[src/rtl/sap_accumulator_alu_if.sv]
// Bus/handshake bundle for the SAP accumulator ALU.
// The master side drives the bus and control strobes; the slave side is the accumulator block.
interface sap_accumulator_alu_if #(
    parameter int WIDTH = 8
);
    logic [WIDTH-1:0] bus_in;
    logic             load_a;
    logic             load_b;
    logic             enable_output;
    logic             op_valid;
    logic [2:0]       op;

    logic             op_ready;
    logic             done;
    logic [WIDTH-1:0] bus_out;
    logic             bus_oe;
    logic [WIDTH-1:0] reg_a;
    logic [WIDTH-1:0] reg_b;
    logic             flag_c;
    logic             flag_z;
    logic             flag_n;
    logic             flag_v;

    modport master (
        output bus_in, load_a, load_b, enable_output, op_valid, op,
        input  op_ready, done, bus_out, bus_oe, reg_a, reg_b,
        input  flag_c, flag_z, flag_n, flag_v
    );

    modport slave (
        input  bus_in, load_a, load_b, enable_output, op_valid, op,
        output op_ready, done, bus_out, bus_oe, reg_a, reg_b,
        output flag_c, flag_z, flag_n, flag_v
    );
endinterface

[src/rtl/sap_accumulator_alu.sv]
// SAP-style accumulator with operand register, single-cycle ALU ops and an
// optional multi-cycle shift-add multiplier; product lands in A (low) and B (high).
module sap_accumulator_alu #(
    parameter int WIDTH  = 8,
    parameter bit MUL_EN = 1'b1
) (
    input  logic                clk,
    input  logic                rst,
    sap_accumulator_alu_if.slave io
);
    localparam int               MSB       = WIDTH - 1;
    localparam int               CNT_W     = $clog2(WIDTH + 1);
    localparam logic [CNT_W-1:0] LAST_STEP = CNT_W'(WIDTH - 1);

    typedef enum logic [2:0] {
        OP_ADD = 3'b000,
        OP_SUB = 3'b001,
        OP_AND = 3'b010,
        OP_OR  = 3'b011,
        OP_XOR = 3'b100,
        OP_SHL = 3'b101,
        OP_SHR = 3'b110,
        OP_MUL = 3'b111
    } op_e;

    typedef enum logic {
        S_IDLE = 1'b0,
        S_MUL  = 1'b1
    } state_e;

    state_e             state_q, state_d;
    logic [WIDTH-1:0]   a_q, a_d;
    logic [WIDTH-1:0]   b_q, b_d;
    logic               c_q, c_d;
    logic               z_q, z_d;
    logic               n_q, n_d;
    logic               v_q, v_d;
    logic               done_q, done_d;
    logic [CNT_W-1:0]   cnt_q, cnt_d;
    logic [WIDTH-1:0]   mcand_q, mcand_d;
    logic [2*WIDTH-1:0] prod_q, prod_d;

    logic               accept;
    logic [WIDTH:0]     add_full;
    logic [WIDTH:0]     sub_full;
    logic [WIDTH-1:0]   alu_res;
    logic               alu_c;
    logic               alu_v;
    logic               alu_write;
    logic [WIDTH:0]     step_sum;
    logic [2*WIDTH-1:0] step_prod;

    assign accept = io.op_valid && (state_q == S_IDLE);

    // Single-cycle datapath; alu_write is low for the multiply opcode.
    always_comb begin
        alu_res   = a_q;
        alu_c     = 1'b0;
        alu_v     = 1'b0;
        alu_write = 1'b1;
        add_full  = {1'b0, a_q} + {1'b0, b_q};
        sub_full  = {1'b0, a_q} - {1'b0, b_q};
        case (op_e'(io.op))
            OP_ADD: begin
                alu_res = add_full[WIDTH-1:0];
                alu_c   = add_full[WIDTH];
                alu_v   = (a_q[MSB] == b_q[MSB]) && (add_full[MSB] != a_q[MSB]);
            end
            OP_SUB: begin
                // The extra top bit of the widened difference is the borrow.
                alu_res = sub_full[WIDTH-1:0];
                alu_c   = sub_full[WIDTH];
                alu_v   = (a_q[MSB] != b_q[MSB]) && (sub_full[MSB] != a_q[MSB]);
            end
            OP_AND: alu_res = a_q & b_q;
            OP_OR:  alu_res = a_q | b_q;
            OP_XOR: alu_res = a_q ^ b_q;
            OP_SHL: begin
                alu_res = {a_q[WIDTH-2:0], 1'b0};
                alu_c   = a_q[MSB];
            end
            OP_SHR: begin
                alu_res = {1'b0, a_q[WIDTH-1:1]};
                alu_c   = a_q[0];
            end
            OP_MUL: alu_write = 1'b0;
        endcase
    end

    // One shift-add step: the multiplier sits in the low half of prod_q and is
    // consumed LSB-first while partial sums accumulate into the high half.
    always_comb begin
        step_sum  = {1'b0, prod_q[2*WIDTH-1:WIDTH]} + (prod_q[0] ? {1'b0, mcand_q} : '0);
        step_prod = {step_sum, prod_q[WIDTH-1:1]};
    end

    always_comb begin
        state_d = state_q;
        a_d     = a_q;
        b_d     = b_q;
        c_d     = c_q;
        z_d     = z_q;
        n_d     = n_q;
        v_d     = v_q;
        done_d  = 1'b0;
        cnt_d   = cnt_q;
        mcand_d = mcand_q;
        prod_d  = prod_q;

        case (state_q)
            S_IDLE: begin
                if (accept) begin
                    done_d = 1'b1;
                    if (alu_write) begin
                        a_d = alu_res;
                        c_d = alu_c;
                        z_d = (alu_res == '0);
                        n_d = alu_res[MSB];
                        v_d = alu_v;
                    end else if (MUL_EN) begin
                        state_d = S_MUL;
                        done_d  = 1'b0;
                        cnt_d   = '0;
                        mcand_d = a_q;
                        prod_d  = {{WIDTH{1'b0}}, b_q};
                    end
                end else begin
                    if (io.load_a) a_d = io.bus_in;
                    if (io.load_b) b_d = io.bus_in;
                end
            end
            S_MUL: begin
                prod_d = step_prod;
                cnt_d  = cnt_q + CNT_W'(1);
                if (cnt_q == LAST_STEP) begin
                    state_d = S_IDLE;
                    done_d  = 1'b1;
                    cnt_d   = '0;
                    a_d     = step_prod[WIDTH-1:0];
                    b_d     = step_prod[2*WIDTH-1:WIDTH];
                    c_d     = |step_prod[2*WIDTH-1:WIDTH];
                    z_d     = (step_prod == '0);
                    n_d     = step_prod[MSB];
                    v_d     = 1'b0;
                end
            end
        endcase
    end

    always_ff @(posedge clk or posedge rst) begin
        if (rst) begin
            state_q <= S_IDLE;
            a_q     <= '0;
            b_q     <= '0;
            c_q     <= 1'b0;
            z_q     <= 1'b0;
            n_q     <= 1'b0;
            v_q     <= 1'b0;
            done_q  <= 1'b0;
            cnt_q   <= '0;
            mcand_q <= '0;
            prod_q  <= '0;
        end else begin
            state_q <= state_d;
            a_q     <= a_d;
            b_q     <= b_d;
            c_q     <= c_d;
            z_q     <= z_d;
            n_q     <= n_d;
            v_q     <= v_d;
            done_q  <= done_d;
            cnt_q   <= cnt_d;
            mcand_q <= mcand_d;
            prod_q  <= prod_d;
        end
    end

    wire [WIDTH-1:0] a_gated;
    for (genvar gi = 0; gi < WIDTH; gi++) begin : g_bus_out
        assign a_gated[gi] = a_q[gi] & io.enable_output;
    end

    assign io.bus_out  = a_gated;
    assign io.bus_oe   = io.enable_output;
    assign io.op_ready = (state_q == S_IDLE);
    assign io.done     = done_q;
    assign io.reg_a    = a_q;
    assign io.reg_b    = b_q;
    assign io.flag_c   = c_q;
    assign io.flag_z   = z_q;
    assign io.flag_n   = n_q;
    assign io.flag_v   = v_q;
endmodule
[src/flat_wrapper.sv]
// flat-port wrapper written by rule: the top's interface ports become plain ports
module sap_accumulator_alu_flat 
#(
    parameter int WIDTH  = 8,
    parameter bit MUL_EN = 1'b1
)
  (clk, rst, io_bus_in, io_load_a, io_load_b, io_enable_output, io_op_valid, io_op, io_op_ready, io_done, io_bus_out, io_bus_oe, io_reg_a, io_reg_b, io_flag_c, io_flag_z, io_flag_n, io_flag_v);
  sap_accumulator_alu_if #(.WIDTH(WIDTH)) io_i ();
  input  logic clk;
  input  logic rst;
  input wire logic [$bits(io_i.bus_in)-1:0] io_bus_in;
  input wire logic [$bits(io_i.load_a)-1:0] io_load_a;
  input wire logic [$bits(io_i.load_b)-1:0] io_load_b;
  input wire logic [$bits(io_i.enable_output)-1:0] io_enable_output;
  input wire logic [$bits(io_i.op_valid)-1:0] io_op_valid;
  input wire logic [$bits(io_i.op)-1:0] io_op;
  output wire logic [$bits(io_i.op_ready)-1:0] io_op_ready;
  output wire logic [$bits(io_i.done)-1:0] io_done;
  output wire logic [$bits(io_i.bus_out)-1:0] io_bus_out;
  output wire logic [$bits(io_i.bus_oe)-1:0] io_bus_oe;
  output wire logic [$bits(io_i.reg_a)-1:0] io_reg_a;
  output wire logic [$bits(io_i.reg_b)-1:0] io_reg_b;
  output wire logic [$bits(io_i.flag_c)-1:0] io_flag_c;
  output wire logic [$bits(io_i.flag_z)-1:0] io_flag_z;
  output wire logic [$bits(io_i.flag_n)-1:0] io_flag_n;
  output wire logic [$bits(io_i.flag_v)-1:0] io_flag_v;
  assign io_i.bus_in = io_bus_in;
  assign io_i.load_a = io_load_a;
  assign io_i.load_b = io_load_b;
  assign io_i.enable_output = io_enable_output;
  assign io_i.op_valid = io_op_valid;
  assign io_i.op = io_op;
  assign io_op_ready = io_i.op_ready;
  assign io_done = io_i.done;
  assign io_bus_out = io_i.bus_out;
  assign io_bus_oe = io_i.bus_oe;
  assign io_reg_a = io_i.reg_a;
  assign io_reg_b = io_i.reg_b;
  assign io_flag_c = io_i.flag_c;
  assign io_flag_z = io_i.flag_z;
  assign io_flag_n = io_i.flag_n;
  assign io_flag_v = io_i.flag_v;
  sap_accumulator_alu #(.WIDTH(WIDTH), .MUL_EN(MUL_EN)) u_core (.clk(clk), .rst(rst), .io(io_i));
endmodule
[config.mk]
export PLATFORM = sky130hd
export DESIGN_NAME = sap_accumulator_alu_flat
export DESIGN_NICKNAME = d
export VERILOG_FILES = /design/src/rtl/sap_accumulator_alu_if.sv /design/src/rtl/sap_accumulator_alu.sv /design/src/flat_wrapper.sv
export SDC_FILE = /design/constraint.sdc
export NUM_CORES = 1
export LEC_CHECK = 0
export BUFFER_PORTS_ARGS = -buffer_cell sky130_fd_sc_hd__buf_2
export CAP_MARGIN = 30
export CORE_MARGIN = 1
export CORE_UTILIZATION = 57
export DETAILED_ROUTE_END_ITERATION = 10
export PLACE_DENSITY = 0.84
export SLEW_MARGIN = 20
export SYNTH_ARGS = -nofsm -noshare
export SYNTH_HDL_FRONTEND = slang
export SYNTH_SLANG_ARGS = --single-unit
export TNS_END_PERCENT = 5
[constraint.sdc]
create_clock -name clk -period 3.2 [get_ports clk]
set_clock_uncertainty 0.05 [all_clocks]
set_input_delay 0.32 -clock clk [delete_from_list [all_inputs] [get_ports clk]]
set_output_delay 0.32 -clock clk [all_outputs]
set_load 0.01 [all_outputs]
==> results by group <==
Clocking
  – Post-CTS Setup Bufs: 0
  – Root buf cell: clkbuf_8
  – CTS max path bufs: 2
  – CTS tree: built
  – Sink count of the clock tree: 50
  – H-tree depth: 2
  – CTS buffer count: 5
  – Skew-Pair Late Insertion Delay: 0.30 ns
  – Clk pin slew, worst setup/hold paths: approximately 0.09 ns
  – Hold buffer count at CTS: 0
  – Post-CTS sizing: 0

Routing
  – Vias/cell: 6.34
  – Starting DRT DRC Count: 338
  – DR WL/cell: 18.3 microns
  – Antenna-violating nets left: 0
  – Final WL: 11600 microns
  – DRT Pass-1 Iters: 5
  – Drt drc: 0
  – Routed vias: 4033

Logic synthesis
  – Ys flop type: dfrtp_1
  – Syn_nets: 549
  – Share of the synthesized area in the top cell type: ~30%
  – Synth Warn #: 0
  – Sequential fraction of the synthesis area: 29.6%
  – Post-synth EDFFs: 0
  – Synthesized cell area: 4230 sq um
  – Commonest cells in the synthesized netlist: dfrtp_1, nor2_1, a21oi_1, nand2_1, ha_1
  – Mean Syn Cell Area: 8.53 sq um
  – Synth Instances: 496
  – Synth area leaders: dfrtp_1, ha_1, a21oi_1
  – Ys async rst share: 100%
  – Yosys cell types: 68
  – FF+latch count, synth: 50
  – Area leader, netlist: dfrtp_1
  – Most frequent cell after synthesis: dfrtp_1

Timing
  – Setup WS post-layout: 0.174 ns
  – Worst hold margin: 0.00802 ns
  – Highest clock rate: 330 MHz
  – Max_slew headroom: 51.8%
  – Final Cycle Share: about 95%
  – Finish-stage setup viols: 0
  – Fin crit period: 3.03 ns
  – Pins Over Slew Limit: 0
  – RSZ-0062 raised after global routing: false
  – Slew of the pin with the lowest slew margin: roughly 0.72 ns
  – Fin. Hold Viols: 0
  – Setup TNS: 0 ns

Die
  – Die area: 7770 sq um
  – Placement row count: 31
  – DIE HEIGHT: 88.1 microns
  – # IOs: 48
  – Initial Utilization: 58.6%
  – Die W: approximately 90 microns
  – Core area: just over 7000 sq um

GRT
  – Largest net degree at the start of global routing: 44
  – Gr usage total: a little under a third
  – Initial antenna violation count: 0
  – GRT overflow: 0
  – Vias in the first global route: 3719
  – Global-route wire length before repair: around 18000 microns

Final layout
  – Area occupied by multi-input gates: 2710 sq um
  – Nets@finish: between 500 and 600
  – Layout cells sized above 1: 17.7%
  – Fillcell total: 617
  – Reg area: about 1300 sq um
  – Core Util, Final: approximately 65%
  – ANT cells: 0
  – Area Growth Syn to Fin: 10.7%

Worst setup path
  – Worst setup SP type: register
  – CP Max Fanout: 8
  – Critical path type: register to register
  – Setup crit end kind: register
  – Worst EP arrival: 3.22 ns
  – WP data required: 3.40 ns

Placement
  – Gp weighted congestion: 0.917
  – Setup WS pre-CTS: 0.212 ns
  – Hpwl dp: 8740 microns
  – # port buffers: 47

Flow run
  – Max cap viols: 0

Min path
  – Worst Hold Class: primary input to asynchronous set/reset pin

Power and ir drop
  – Total power: 0.00500 W
  – Leakage: 2.18 nW
  – Pwr Density: 1070 nW/um^2
  – Peak supply drop: 0.000608 V

Run status
  – Status: complete, no violations
metal layers:
layer  up-vias  GRT usage [%]  routed length [microns]
met5         -              0                        0
met4         0           9.68                      314
met3        28           3.49                      943
li1       1885              -                        -
met2       243           52.1                     5590
met1      1877           42.4                     4780
metrics by stage:
step | std cells | cell area [sq um]
3_3_place_gp | 628 | 4550
2_1_floorplan | 496 | 4230
4_1_cts | 636 | 4680
6_report | 636 | 4680
3_5_place_dp | 629 | 4570
5_1_grt | 636 | 4680
cell families after synthesis:
group | synth area share [%]
AO/OA/AOI/OAI | 27.9
AND/OR/NAND/NOR | 19.1
buffers and inverters | 6.42
flip-flops | 29.6
adder cells (fa/ha/maj) | 11.2
multiplexers | 4.59
XOR/XNOR | 1.24
cell type report:
class | count | area share (%)
clock buffer | 6 | 1.76
clock inverter | 1 | 0.641
inverter | 30 | 2.41
multi-input combinational | 386 | 57.8
sequential | 50 | 26.7
tap | 99 | 2.65
timing repair buffer | 64 | 8.02
flip-flops by register name, indices dropped and copies added, names as in the netlist, 4 cells and up:
register,cells
u_core.io.reg_b,8
u_core.cnt_q,4
u_core.mcand_q,8
u_core.prod_q,16
u_core.io.reg_a,8
path summary, 6_finish.rpt:
kind	from	depth (start not counted)	to	slack (ns)
worst min register to register	u_core.io.flag_n	1	u_core.io.flag_n	0.44
worst max-delay path	u_core.io.reg_a[0]	10	u_core.io.flag_z	0.17
worst max register to register	u_core.io.reg_a[0]	10	u_core.io.flag_z	0.17
max in group asynchronous	rst	3	u_core.prod_q[8]	2.57
worst min-delay path	rst	2	u_core.io.done	0.008
min in group clk	io_bus_in[0]	3	u_core.io.reg_b[0]	0.29
where the power goes:
group | switching [W] | internal (W) | total (W)
clock | 0.000201 | 0.000250 | 0.000452
sequential | 0.000275 | 0.000927 | 0.00120
combinational | 0.00197 | 0.00137 | 0.00335
cell usage in the layout (no fill, tap or decap), drive strengths merged, types with 18 or more instances in the layout:
master and instances:
nor2 42, inv 29, nand2 38, ha 33, a21oi 38, dfrtp 50
o21ai 30, and2 18, buf 64
critical path: stages, from the launching register on:
cell and delay, ns:
dfrtp_1 0.55, inv_1 0.14, ha_1 0.26, fa_1 0.43, xor2_1 0.16, a221oi_1 0.25
a21oi_1 0.07, o32a_1 0.34, nor4_1 0.32, o2111a_1 0.27, a211o_1 0.14
(Power assumes the default switching activity.)
